[config.mk]
export PLATFORM = sky130hd
export DESIGN_NAME = hx711_reader
export DESIGN_NICKNAME = d
export VERILOG_FILES = /design/src/rtl/hx711_reader.sv
export SDC_FILE = /design/constraint.sdc
export NUM_CORES = 1
export LEC_CHECK = 0
export BUFFER_PORTS_ARGS = -buffer_cell sky130_fd_sc_hd__buf_4
export CORE_MARGIN = 1.5
export CORE_UTILIZATION = 55
export CTS_CLUSTER_SIZE = 24
export DETAILED_ROUTE_END_ITERATION = 16
export PLACE_DENSITY = 0.81
export SYNTH_ARGS = -nofsm -noshare
export SYNTH_HDL_FRONTEND = slang
export SYNTH_SLANG_ARGS = --single-unit
[constraint.sdc]
create_clock -name clk -period 3 [get_ports clk]
set_input_delay 0.75 -clock clk [delete_from_list [all_inputs] [get_ports clk]]
set_output_delay 0.75 -clock clk [all_outputs]
set_load 0.1 [all_outputs]
[src/rtl/hx711_reader.sv]
// hx711_reader: bit-bang HX711 reader, 24 data bits MSB first plus 1-3 gain pulses.
// Optional HX711_TIMEOUT_EN bounds the wait for DOUT low to TIMEOUT_CYCLES clks.
module hx711_reader #(
  parameter int HALF_CYCLES    = 64,
  parameter int TIMEOUT_CYCLES = 5000000
) (
  input  logic        clk,
  input  logic        rst_n,
  input  logic        start,
  input  logic [1:0]  gain_sel,
  input  logic        dout,
  output logic        pd_sck,
  output logic [23:0] data,
  output logic        valid,
  output logic        busy,
  output logic        timeout
);
  typedef enum logic [2:0] {IDLE, WAIT_READY, SCK_HIGH, SCK_LOW, DONE} state_t;
  state_t      state_q, state_d;
  logic        dout_m_q, dout_s_q;
  logic [9:0]  hc_q, hc_d;
  logic [4:0]  bit_q, bit_d, pulses_q, pulses_d;
  logic [23:0] shift_q, shift_d, data_q, data_d;
  logic        pd_sck_q, valid_q, busy_q;
  logic        half_done;
  if (HALF_CYCLES < 4 || HALF_CYCLES > 1023 || TIMEOUT_CYCLES < 1)
    $error("hx711_reader: HALF_CYCLES must be 4..1023 and TIMEOUT_CYCLES >= 1");
`ifdef HX711_TIMEOUT_EN
  localparam int TW = $clog2(TIMEOUT_CYCLES + 1);
  logic [TW-1:0] to_q, to_d;
  logic          timeout_q, timeout_d;
`endif
  always_comb begin
    state_d   = state_q;
    hc_d      = hc_q;
    bit_d     = bit_q;
    pulses_d  = pulses_q;
    shift_d   = shift_q;
    half_done = hc_q == 10'(HALF_CYCLES - 1);
`ifdef HX711_TIMEOUT_EN
    to_d      = to_q;
    timeout_d = 1'b0;
`endif
    case (state_q)
      IDLE: if (start) begin
        pulses_d = 5'd24 + (gain_sel == 2'd0 ? 5'd1 : {3'b000, gain_sel});
        bit_d    = '0;
        hc_d     = '0;
        state_d  = WAIT_READY;
`ifdef HX711_TIMEOUT_EN
        to_d     = '0;
`endif
      end
      WAIT_READY: begin
        if (!dout_s_q) state_d = SCK_HIGH;
`ifdef HX711_TIMEOUT_EN
        else if (to_q == TW'(TIMEOUT_CYCLES - 1)) begin
          timeout_d = 1'b1;
          state_d   = IDLE;
        end else to_d = to_q + TW'(1);
`endif
      end
      SCK_HIGH: begin
        hc_d = half_done ? '0 : hc_q + 10'd1;
        if (half_done) begin
          shift_d = bit_q < 5'd24 ? {shift_q[22:0], dout_s_q} : shift_q;
          state_d = SCK_LOW;
        end
      end
      SCK_LOW: begin
        hc_d = half_done ? '0 : hc_q + 10'd1;
        if (half_done) begin
          bit_d   = bit_q + 5'd1;
          state_d = bit_d == pulses_q ? DONE : SCK_HIGH;
        end
      end
      DONE:    state_d = IDLE;
      default: state_d = IDLE;
    endcase
    data_d = state_d == DONE ? shift_d : data_q;
  end
  always_ff @(posedge clk) begin
    if (!rst_n) begin
      state_q  <= IDLE;
      dout_m_q <= 1'b1;
      dout_s_q <= 1'b1;
      hc_q     <= '0;
      bit_q    <= '0;
      pulses_q <= '0;
      shift_q  <= '0;
      data_q   <= '0;
      pd_sck_q <= 1'b0;
      valid_q  <= 1'b0;
      busy_q   <= 1'b0;
    end else begin
      state_q  <= state_d;
      dout_m_q <= dout;
      dout_s_q <= dout_m_q;
      hc_q     <= hc_d;
      bit_q    <= bit_d;
      pulses_q <= pulses_d;
      shift_q  <= shift_d;
      data_q   <= data_d;
      pd_sck_q <= state_d == SCK_HIGH;
      valid_q  <= state_d == DONE;
      busy_q   <= state_d != IDLE;
    end
  end
`ifdef HX711_TIMEOUT_EN
  always_ff @(posedge clk) begin
    if (!rst_n) begin
      to_q      <= '0;
      timeout_q <= 1'b0;
    end else begin
      to_q      <= to_d;
      timeout_q <= timeout_d;
    end
  end
  assign timeout = timeout_q;
`else
  assign timeout = 1'b0;
`endif
  assign pd_sck = pd_sck_q;
  assign data   = data_q;
  assign valid  = valid_q;
  assign busy   = busy_q;
endmodule

### Yosys cells after proc, flatten, opt, wreduce, memory -nomap -nowiden

Cells that the tools add are included.

* add/sub/neg operators: 3
* reductions and logical operators: 9
* equal/unequal tests: 9
* magnitude comparators: 1
* multiplexer cells: 16

Operators with widths (number)
* $mux W24: 3
* $mux W10: 2
* $pmux W10 S2: 1
* $mux W3: 5
* $pmux W3 S4: 1
* $add A10 B1 Y10 const B: 1
* $eq A10 B6 Y1 const B: 1
* $mux W5: 2
* $pmux W5 S2: 1
* $eq A3 B2 Y1 const B: 3
* $add A4 B3 Y5 const A: 1
* $add A5 B1 Y5 const B: 1
* $eq A5 B5 Y1: 1
* $lt A5 B5 Y1 const B: 1
* $ne A2 B2 Y1 const B: 2
* $reduce_and A2 Y1: 2
* $reduce_bool A2 Y1: 2
* $eq A3 B1 Y1 const B: 1
* $eq A3 B3 Y1 const B: 1
* $logic_not A3 Y1: 1
* $reduce_and A3 Y1: 1
* $reduce_bool A3 Y1: 1
* $logic_not A2 Y1: 1
* $mux W2: 1
* $reduce_or A2 Y1: 1

* word-level logic and storage cells: 49
* register bits after elaboration: 76

### Logic depth before layout (Yosys ltp)

Gate-level depths: netlist of the first run.

* depth after elaboration: 6
* gate-level depth with buffers: 10

### Worst setup path before layout of the first run

OpenSTA, ideal clock, no wires.

* kind: register to register
* from: reg bit_q[0]
* to: reg data_q[16], in the netlist data[16]
* setup slack: 749 ps
* path buffers: 4
* cell stages (with the launch flop): 11
* required time: 2909 ps
* arrival time: 2160 ps
* cells stage by stage: dfxtp_1 > ha_1 > clkbuf_1 > nand3_1 > nor4bb_1 > or2_2 > buf_2 > and2_1 > buf_2 > buf_2 > a311oi_1

* word-level cells in the longest chain between the ends: 6
* elaborated cells between the ends (all ways): 10
* those cells by class: add/sub (1); order compare (1); eq/ne (2); mux (6)

RTL lines
* start, declared: RTL line 22 `logic [4:0] bit_q, bit_d, pulses_q, pulses_d;`
* start signal, assigned: RTL line 100 `bit_q <= bit_d;`
* $add A5 B1 Y5: RTL line 73 `bit_d = bit_q + 5'd1;`
* $eq A5 B5 Y1: RTL line 74 `state_d = bit_d == pulses_q ? DONE : SCK_HIGH;`
* $mux W3: RTL line 74
* $mux W3: RTL line 72 `if (half_done) begin`
* $pmux W3 S4: RTL line 44 `case (state_q)`
* $eq A3 B3 Y1: RTL line 80 `data_d = state_d == DONE ? shift_d : data_q;`
* end signal, assigned: RTL line 103 `data_q <= data_d;`
* end, declared: RTL line 23 `logic [23:0] shift_q, shift_d, data_q, data_d;`

Several ways; a longest one is shown, not always the timed one.
A chain may end at the register's enable or synchronous reset.

### Worst setup path after layout of the first run

* from: reg bit_q[0]
* to: reg data_q[17], in the netlist data[17]

Same word-level chain as after synthesis.

==> results of run 1 <==
==> critical path, stage by stage, from the launching register on <==
cell      delay, ns
dfxtp_1        0.46
ha_1           0.37
a21oi_1        0.12
nor4bb_1       0.35
or2_2          0.29
and2_1         0.60
a311oi_1       0.20
==> cells in the final DEF, fill, tap and decap left out, types with 2 or more instances in the layout <==
| cell | Yosys | final |
|---|---|---|
| buf_4 | 1 | 41 |
| a21boi_0 | 8 | 8 |
| or2_2 | 2 | 2 |
| mux2i_1 | 18 | 18 |
| clkinv_2 | 0 | 2 |
| dfxtp_1 | 74 | 74 |
| a31oi_1 | 17 | 17 |
| o2111ai_1 | 8 | 8 |
| nor3_1 | 4 | 4 |
| bufinv_16 | 0 | 2 |
| and2_1 | 3 | 3 |
| xnor2_1 | 2 | 2 |
| ha_1 | 2 | 2 |
| o31ai_1 | 2 | 2 |
| o21ai_1 | 2 | 2 |
| inv_1 | 4 | 4 |
| nand3b_1 | 4 | 4 |
| nor2b_1 | 2 | 2 |
| o21ai_0 | 16 | 16 |
| xor2_1 | 2 | 2 |
| nand2_1 | 11 | 11 |
| o21a_1 | 10 | 10 |
| a211oi_1 | 3 | 3 |
| a21oi_1 | 21 | 21 |
| nand2b_1 | 4 | 4 |
| clkbuf_8 | 0 | 10 |
| nand3_1 | 8 | 8 |
| a311oi_1 | 21 | 21 |
| and3_1 | 13 | 13 |
| a41oi_1 | 3 | 3 |
| nand4_1 | 2 | 2 |
| nor2_1 | 38 | 38 |
==> per-stage QoR <==
stage | worst slack [ns] | power (mW) | util [%]
floorplan | 0.7490 | 1.133 | -
global placement | 0.5976 | 1.168 | 62.18
detailed placement | 0.4821 | 1.171 | 62.18
CTS | 0.4720 | 2.014 | 66.11
global route | 0.2927 | 2.069 | 66.11
finish | 0.4401 | 2.007 | 66.11
==> area by class of cell <==
class                   count  area [um^2]  area share [%]
flip-flops and latches     74         1481           40.20
clock inverters             5        77.57           2.105
clock buffers              11        141.4           3.837
multi-input cells         240         1568           42.55
repair buffers             41        307.8           8.353
well taps                  72        90.09           2.445
inverters                   5        18.77          0.5093
==> final timing paths <==
kind | start | end | slack [ns] | cells past startpoint
max | bit_q[0] | data[17] | 0.44 | 6
min | dout_m_q | dout_s_q | 0.42 | 1
max reg2reg | bit_q[0] | data[17] | 0.44 | 6
min reg2reg | dout_m_q | dout_s_q | 0.42 | 1
==> synth_stat cells (6+ instances only) <==
master	number	area share, %
a21boi_0	8	1.9
a21oi_1	21	3.3
a311oi_1	21	5.7
a31oi_1	17	3.3
and3_1	13	2.5
buf_2	6	0.93
clkbuf_1	20	2.3
dfxtp_1	74	46
mux2i_1	18	5.6
nand2_1	11	1.3
nand3_1	8	1.2
nor2_1	38	4.4
o2111ai_1	8	2.2
o21a_1	10	2.3
o21ai_0	16	2.5
==> registers in the layout (all words and copies together) (netlist names) <==
signal,flops
pd_sck,1
valid,1
data,24
dout_s_q,1
hc_q,10
busy,1
state_q,3
shift_q,24
pulses_q,3
dout_m_q,1
bit_q,5
==> cell families (layout without fill, tap and decap cells) <==
family / count (synthesis) / in the layout
fa+ha+maj: 2 / 2
mux: 18 / 18
compound gates: 116 / 116
buf+inv: 36 / 62
flops: 74 / 74
other cells: 1 / 1
simple gates: 99 / 99
xor+xnor: 4 / 4
==> report_power, final <==
group	switching, mW	internal [mW]
logic	0.106	0.0402
registers	0.0110	0.992
clock network	0.369	0.488
total	0.487	1.52
==> routing by layer <==
layer | vias up | GRT usage [%]
met5 | - | 0
met4 | 0 | 12.81
met3 | 7 | 4.914
met2 | 74 | 35.00
met1 | 1305 | 31.55
li1 | 1344 | -
==> impl_metrics.env, run 1 <==
export IMPL_place_congestion=0.7873
export IMPL_die_w_um=79.52
export IMPL_cts_setup_buffers=0
export IMPL_drt_iter0_drc=253
export IMPL_wl_met1_mm=3.227
export IMPL_timing_hold_violations_final=0
export IMPL_ioPinCount=34
export IMPL_cts_resized=0
export IMPL_cp_max_fo=18
export IMPL_synth_edf_count=0
export IMPL_synthAdderAreaFrac_pct=0.7770
export IMPL_grt_usage_pct=23.47
export IMPL_critPathLaunchType="flop"
export IMPL_clock_path_buffers=2
export IMPL_cts_htree_levels=3
export IMPL_clkTransAtPathRegs_ns=0.08
export IMPL_vias=2730
export IMPL_synthToLayoutAreaGrowth_pct=14.41
export IMPL_clock_fmax_mhz=390.6
export IMPL_p_per_area_mw_per_mm2=544.7
export IMPL_grt_max_degree=49
export IMPL_ant_nets=0
export IMPL_clock_latency_ns=0.36
export IMPL_tritoncts="done"
export IMPL_cts_root_buf="clkbuf_8"
export IMPL_rsz0062_at_grt="false"
export IMPL_path_class="reg -> reg"
export IMPL_start_util_pct=57.78
export IMPL_dieHeight_um=79.52
export IMPL_wl_met3_um=364
export IMPL_synth_distinct_cells=49
export IMPL_drive_gt1_share_pct=16.76
export IMPL_synth_xor_area_share_pct=1.088
export IMPL_placedInstanceArea_mm2=0.003466
export IMPL_ys_ff_latch=74
export IMPL_portBuffers=32
export IMPL_synthesis_nets=358
export IMPL_critical_path_arrival_ns=2.76
export IMPL_dp_cells=432
export IMPL_final_cells=448
export IMPL_synthFlopType="dfxtp_1"
export IMPL_wl_per_cell_um=15.52
export IMPL_hold_slack_ns=0.4174
export IMPL_synth_top_family_by_area="compound AO/OA/AOI/OAI gates"
export IMPL_tightest_slew_ns=0.6769
export IMPL_dieArea_mm2=0.006323
export IMPL_netlist_instances=350
export IMPL_synth_area_mm2=0.003221
export IMPL_fin_area_mm2=0.003685
export IMPL_grt_pass1_vias=2504
export IMPL_slew_violations=0
export IMPL_maxCapViolCount=0
export IMPL_numCtsBuffers=9
export IMPL_synth_area_per_cell_um2=9.202
export IMPL_met2_wirelength_mm=3.273
export IMPL_rows=27
export IMPL_hpwl_mm=4.342
export IMPL_required_ns=3.20
export IMPL_synthArstFlopShare_pct=0
export IMPL_wl_mm=6.953
export IMPL_synth_simple_area_share_pct=16.05
export IMPL_routed_top_layer="met4"
export IMPL_fin_skew_ns=0.009397
export IMPL_num_nets_final=379
export IMPL_setup_tns_ns=0
export IMPL_grt_pass1_wl_mm=11.63
export IMPL_grt_antenna_before_repair=0
export IMPL_drt_pass1_iter_count=5
export IMPL_slew_headroom_pct=54.88
export IMPL_drcViolationCount=0
export IMPL_final_setup_viol_count=0
export IMPL_hold_path_class="reg -> reg"
export IMPL_viasPerCell=6.094
export IMPL_synthMuxAreaShare_pct=5.594
export IMPL_ys_warn_count=0
export IMPL_ctsHoldBuffers=0
export IMPL_p_leak_nw=1.336
export IMPL_fill_cells=473
export IMPL_status="finished, final reports clean"
export IMPL_grt_remaining_overflow=0
export IMPL_peakVddDrop_mv=0.3805
export IMPL_post_route_period_util_pct=85.33
export IMPL_diodes=0
export IMPL_end_kind="flop"
export IMPL_layout_min_cycle_time_ns=2.560
export IMPL_core_area_mm2=0.005574
export IMPL_ys_seq_area_share_pct=46.00
export IMPL_cts_sinks=74
export IMPL_synth_compound_area_share_pct=24.79
(Power assumes the default switching activity.)
==> run 2, diff against run 1 <==
--- a/config.mk
+++ b/config.mk
@@ -8,6 +8,7 @@
 export BUFFER_PORTS_ARGS = -buffer_cell sky130_fd_sc_hd__buf_4
 export CORE_MARGIN = 1.5
 export CORE_UTILIZATION = 55
+export CTS_BUF_LIST = sky130_fd_sc_hd__clkbuf_4
 export CTS_CLUSTER_SIZE = 24
 export DETAILED_ROUTE_END_ITERATION = 16
 export PLACE_DENSITY = 0.81
==> run 2 against run 1 <==
Effect of this change: global-route usage shrank 0.48 points; worst hold slack better by 0.0069 ns; die area did not move; non-clock buffer count is the same; maximum frequency fell by 1.0%; clock-buffer cell count is 1 lower; first-iteration DRC count fell by 14%; setup slack got worse by 0.026 ns; combinational power barely moved; final cell count unchanged; routed wire length is 1.8% lower; largest power group unchanged.
==> impl_metrics.env, run 2 (synthesized netlist as in run 1, its figures left out) <==
export IMPL_drive_gt1_share_pct=16.76
export IMPL_slew_violations=0
export IMPL_clock_latency_ns=0.42
export IMPL_final_common_cell="dfxtp_1"
export IMPL_setup_tns_ns=0
export IMPL_cp_num_cells=6
export IMPL_hold_path_class="reg -> reg"
export IMPL_max_stage_delay_ns=0.60
export IMPL_die_w_um=79.52
export IMPL_critPathLaunchType="flop"
export IMPL_rsz0062_at_grt="false"
export IMPL_hold_slack_ns=0.4242
export IMPL_tightest_slew_ns=0.6887
export IMPL_tritoncts="done"
export IMPL_grt_antenna_before_repair=0
export IMPL_num_nets_final=379
export IMPL_crit_chain="ha_1, a21oi_1, nor4bb_1, or2_2, and2_1, a311oi_1"
export IMPL_path_buf_inv=0
export IMPL_dieHeight_um=79.52
export IMPL_numCtsBuffers=9
export IMPL_cp_slowest_cell="and2_1"
export IMPL_cts_setup_buffers=0
export IMPL_ioPinCount=34
export IMPL_fin_area_mm2=0.003622
export IMPL_grt_max_degree=49
export IMPL_wl_per_cell_um=15.23
export IMPL_critical_path_arrival_ns=2.85
export IMPL_ctsHoldBuffers=0
export IMPL_end_kind="flop"
export IMPL_start_util_pct=57.78
export IMPL_post_route_period_util_pct=86.21
export IMPL_status="finished, final reports clean"
export IMPL_vias=2707
export IMPL_fin_skew_ns=0.01324
export IMPL_cts_resized=0
export IMPL_ant_nets=0
export IMPL_final_cells=448
export IMPL_grt_remaining_overflow=0
export IMPL_wl_mm=6.825
export IMPL_drcViolationCount=0
export IMPL_cp_max_fo=18
export IMPL_rows=27
export IMPL_drt_pass1_iter_count=5
export IMPL_dieArea_mm2=0.006323
export IMPL_cts_htree_levels=3
export IMPL_maxCapViolCount=0
export IMPL_hold_depth=1
export IMPL_grt_pass1_wl_mm=11.46
export IMPL_timing_hold_violations_final=0
export IMPL_dp_cells=432
export IMPL_clkTransAtPathRegs_ns=0.11
export IMPL_place_congestion=0.7873
export IMPL_diodes=0
export IMPL_drt_iter0_drc=218
export IMPL_cp_top_family="simple AND/OR/NAND/NOR gates"
export IMPL_portBuffers=32
export IMPL_core_area_mm2=0.005574
export IMPL_grt_usage_pct=22.99
export IMPL_p_leak_nw=1.311
export IMPL_cts_sinks=74
export IMPL_slew_headroom_pct=54.09
export IMPL_r2r_cells=6
export IMPL_hpwl_mm=4.342
export IMPL_clock_fmax_mhz=386.7
export IMPL_fin_util_pct=64.98
export IMPL_placedInstanceArea_mm2=0.003466
export IMPL_p_per_area_mw_per_mm2=507.4
export IMPL_grt_pass1_vias=2494
export IMPL_layout_common_cells="dfxtp_1 (74), buf_4 (41), nor2_1 (38), a311oi_1 (21), a21oi_1 (21)"
export IMPL_required_ns=3.27
export IMPL_final_setup_viol_count=0
export IMPL_layout_min_cycle_time_ns=2.586
export IMPL_synthToLayoutAreaGrowth_pct=12.47
export IMPL_peakVddDrop_mv=0.4845
export IMPL_cts_root_buf="clkbuf_4"
export IMPL_path_class="reg -> reg"
export IMPL_clock_path_buffers=2
export IMPL_viasPerCell=6.042
==> run 2: cell count changes in the layout (fill, tap and decap cells not counted), sizes merged <==
cell / previous run / this run
clkinv: 3 / 4
clkbuf: 11 / 10
==> run 2: worst paths after layout <==
kind	slack, ns	startpoint	endpoint
worst max-delay path	0.41	bit_q[0]	data[17]
worst min-delay path	0.42	dout_m_q	dout_s_q
worst max register to register	0.41	bit_q[0]	data[17]
worst min register to register	0.42	dout_m_q	dout_s_q
==> run 2: stage by stage <==
stage | total power [mW] | worst slack (ns)
3_5_place_dp | 1.171 | 0.4821
2_1_floorplan | 1.133 | 0.7490
3_3_place_gp | 1.168 | 0.5976
4_1_cts | 1.846 | 0.4715
5_1_grt | 1.901 | 0.2723
6_report | 1.838 | 0.4137
==> run 2: area by class of cell <==
class,instances,area [um^2]
fillers,492,1952
multi-input cells,240,1568
flip-flops and latches,74,1481
repair buffers,41,307.8
well taps,72,90.09
clock inverters,6,81.33
clock buffers,10,75.07
inverters,5,18.77
==> run 2: worst reg2reg max path, cell delays in order (launching register included) <==
cell and delay (ns):
dfxtp_1 0.47, ha_1 0.38, a21oi_1 0.13, nor4bb_1 0.36, or2_2 0.30, and2_1 0.61, a311oi_1 0.21
==> run 2: metal layers <==
layer | track usage (%) | vias to the layer above | wire [um]
li1 | - | 1346 | -
met2 | 35.17 | 71 | 3252
met3 | 5.257 | 9 | 346
met4 | 10.53 | 0 | 97
met1 | 30.69 | 1281 | 3129
met5 | 0 | - | 0
==> run 2: report_power, final <==
part | leakage (nW) | internal (mW) | switching, mW
clock network | 0.0838 | 0.342 | 0.346
logic | 0.629 | 0.0402 | 0.106
registers | 0.598 | 0.992 | 0.0110
total | 1.31 | 1.37 | 0.463
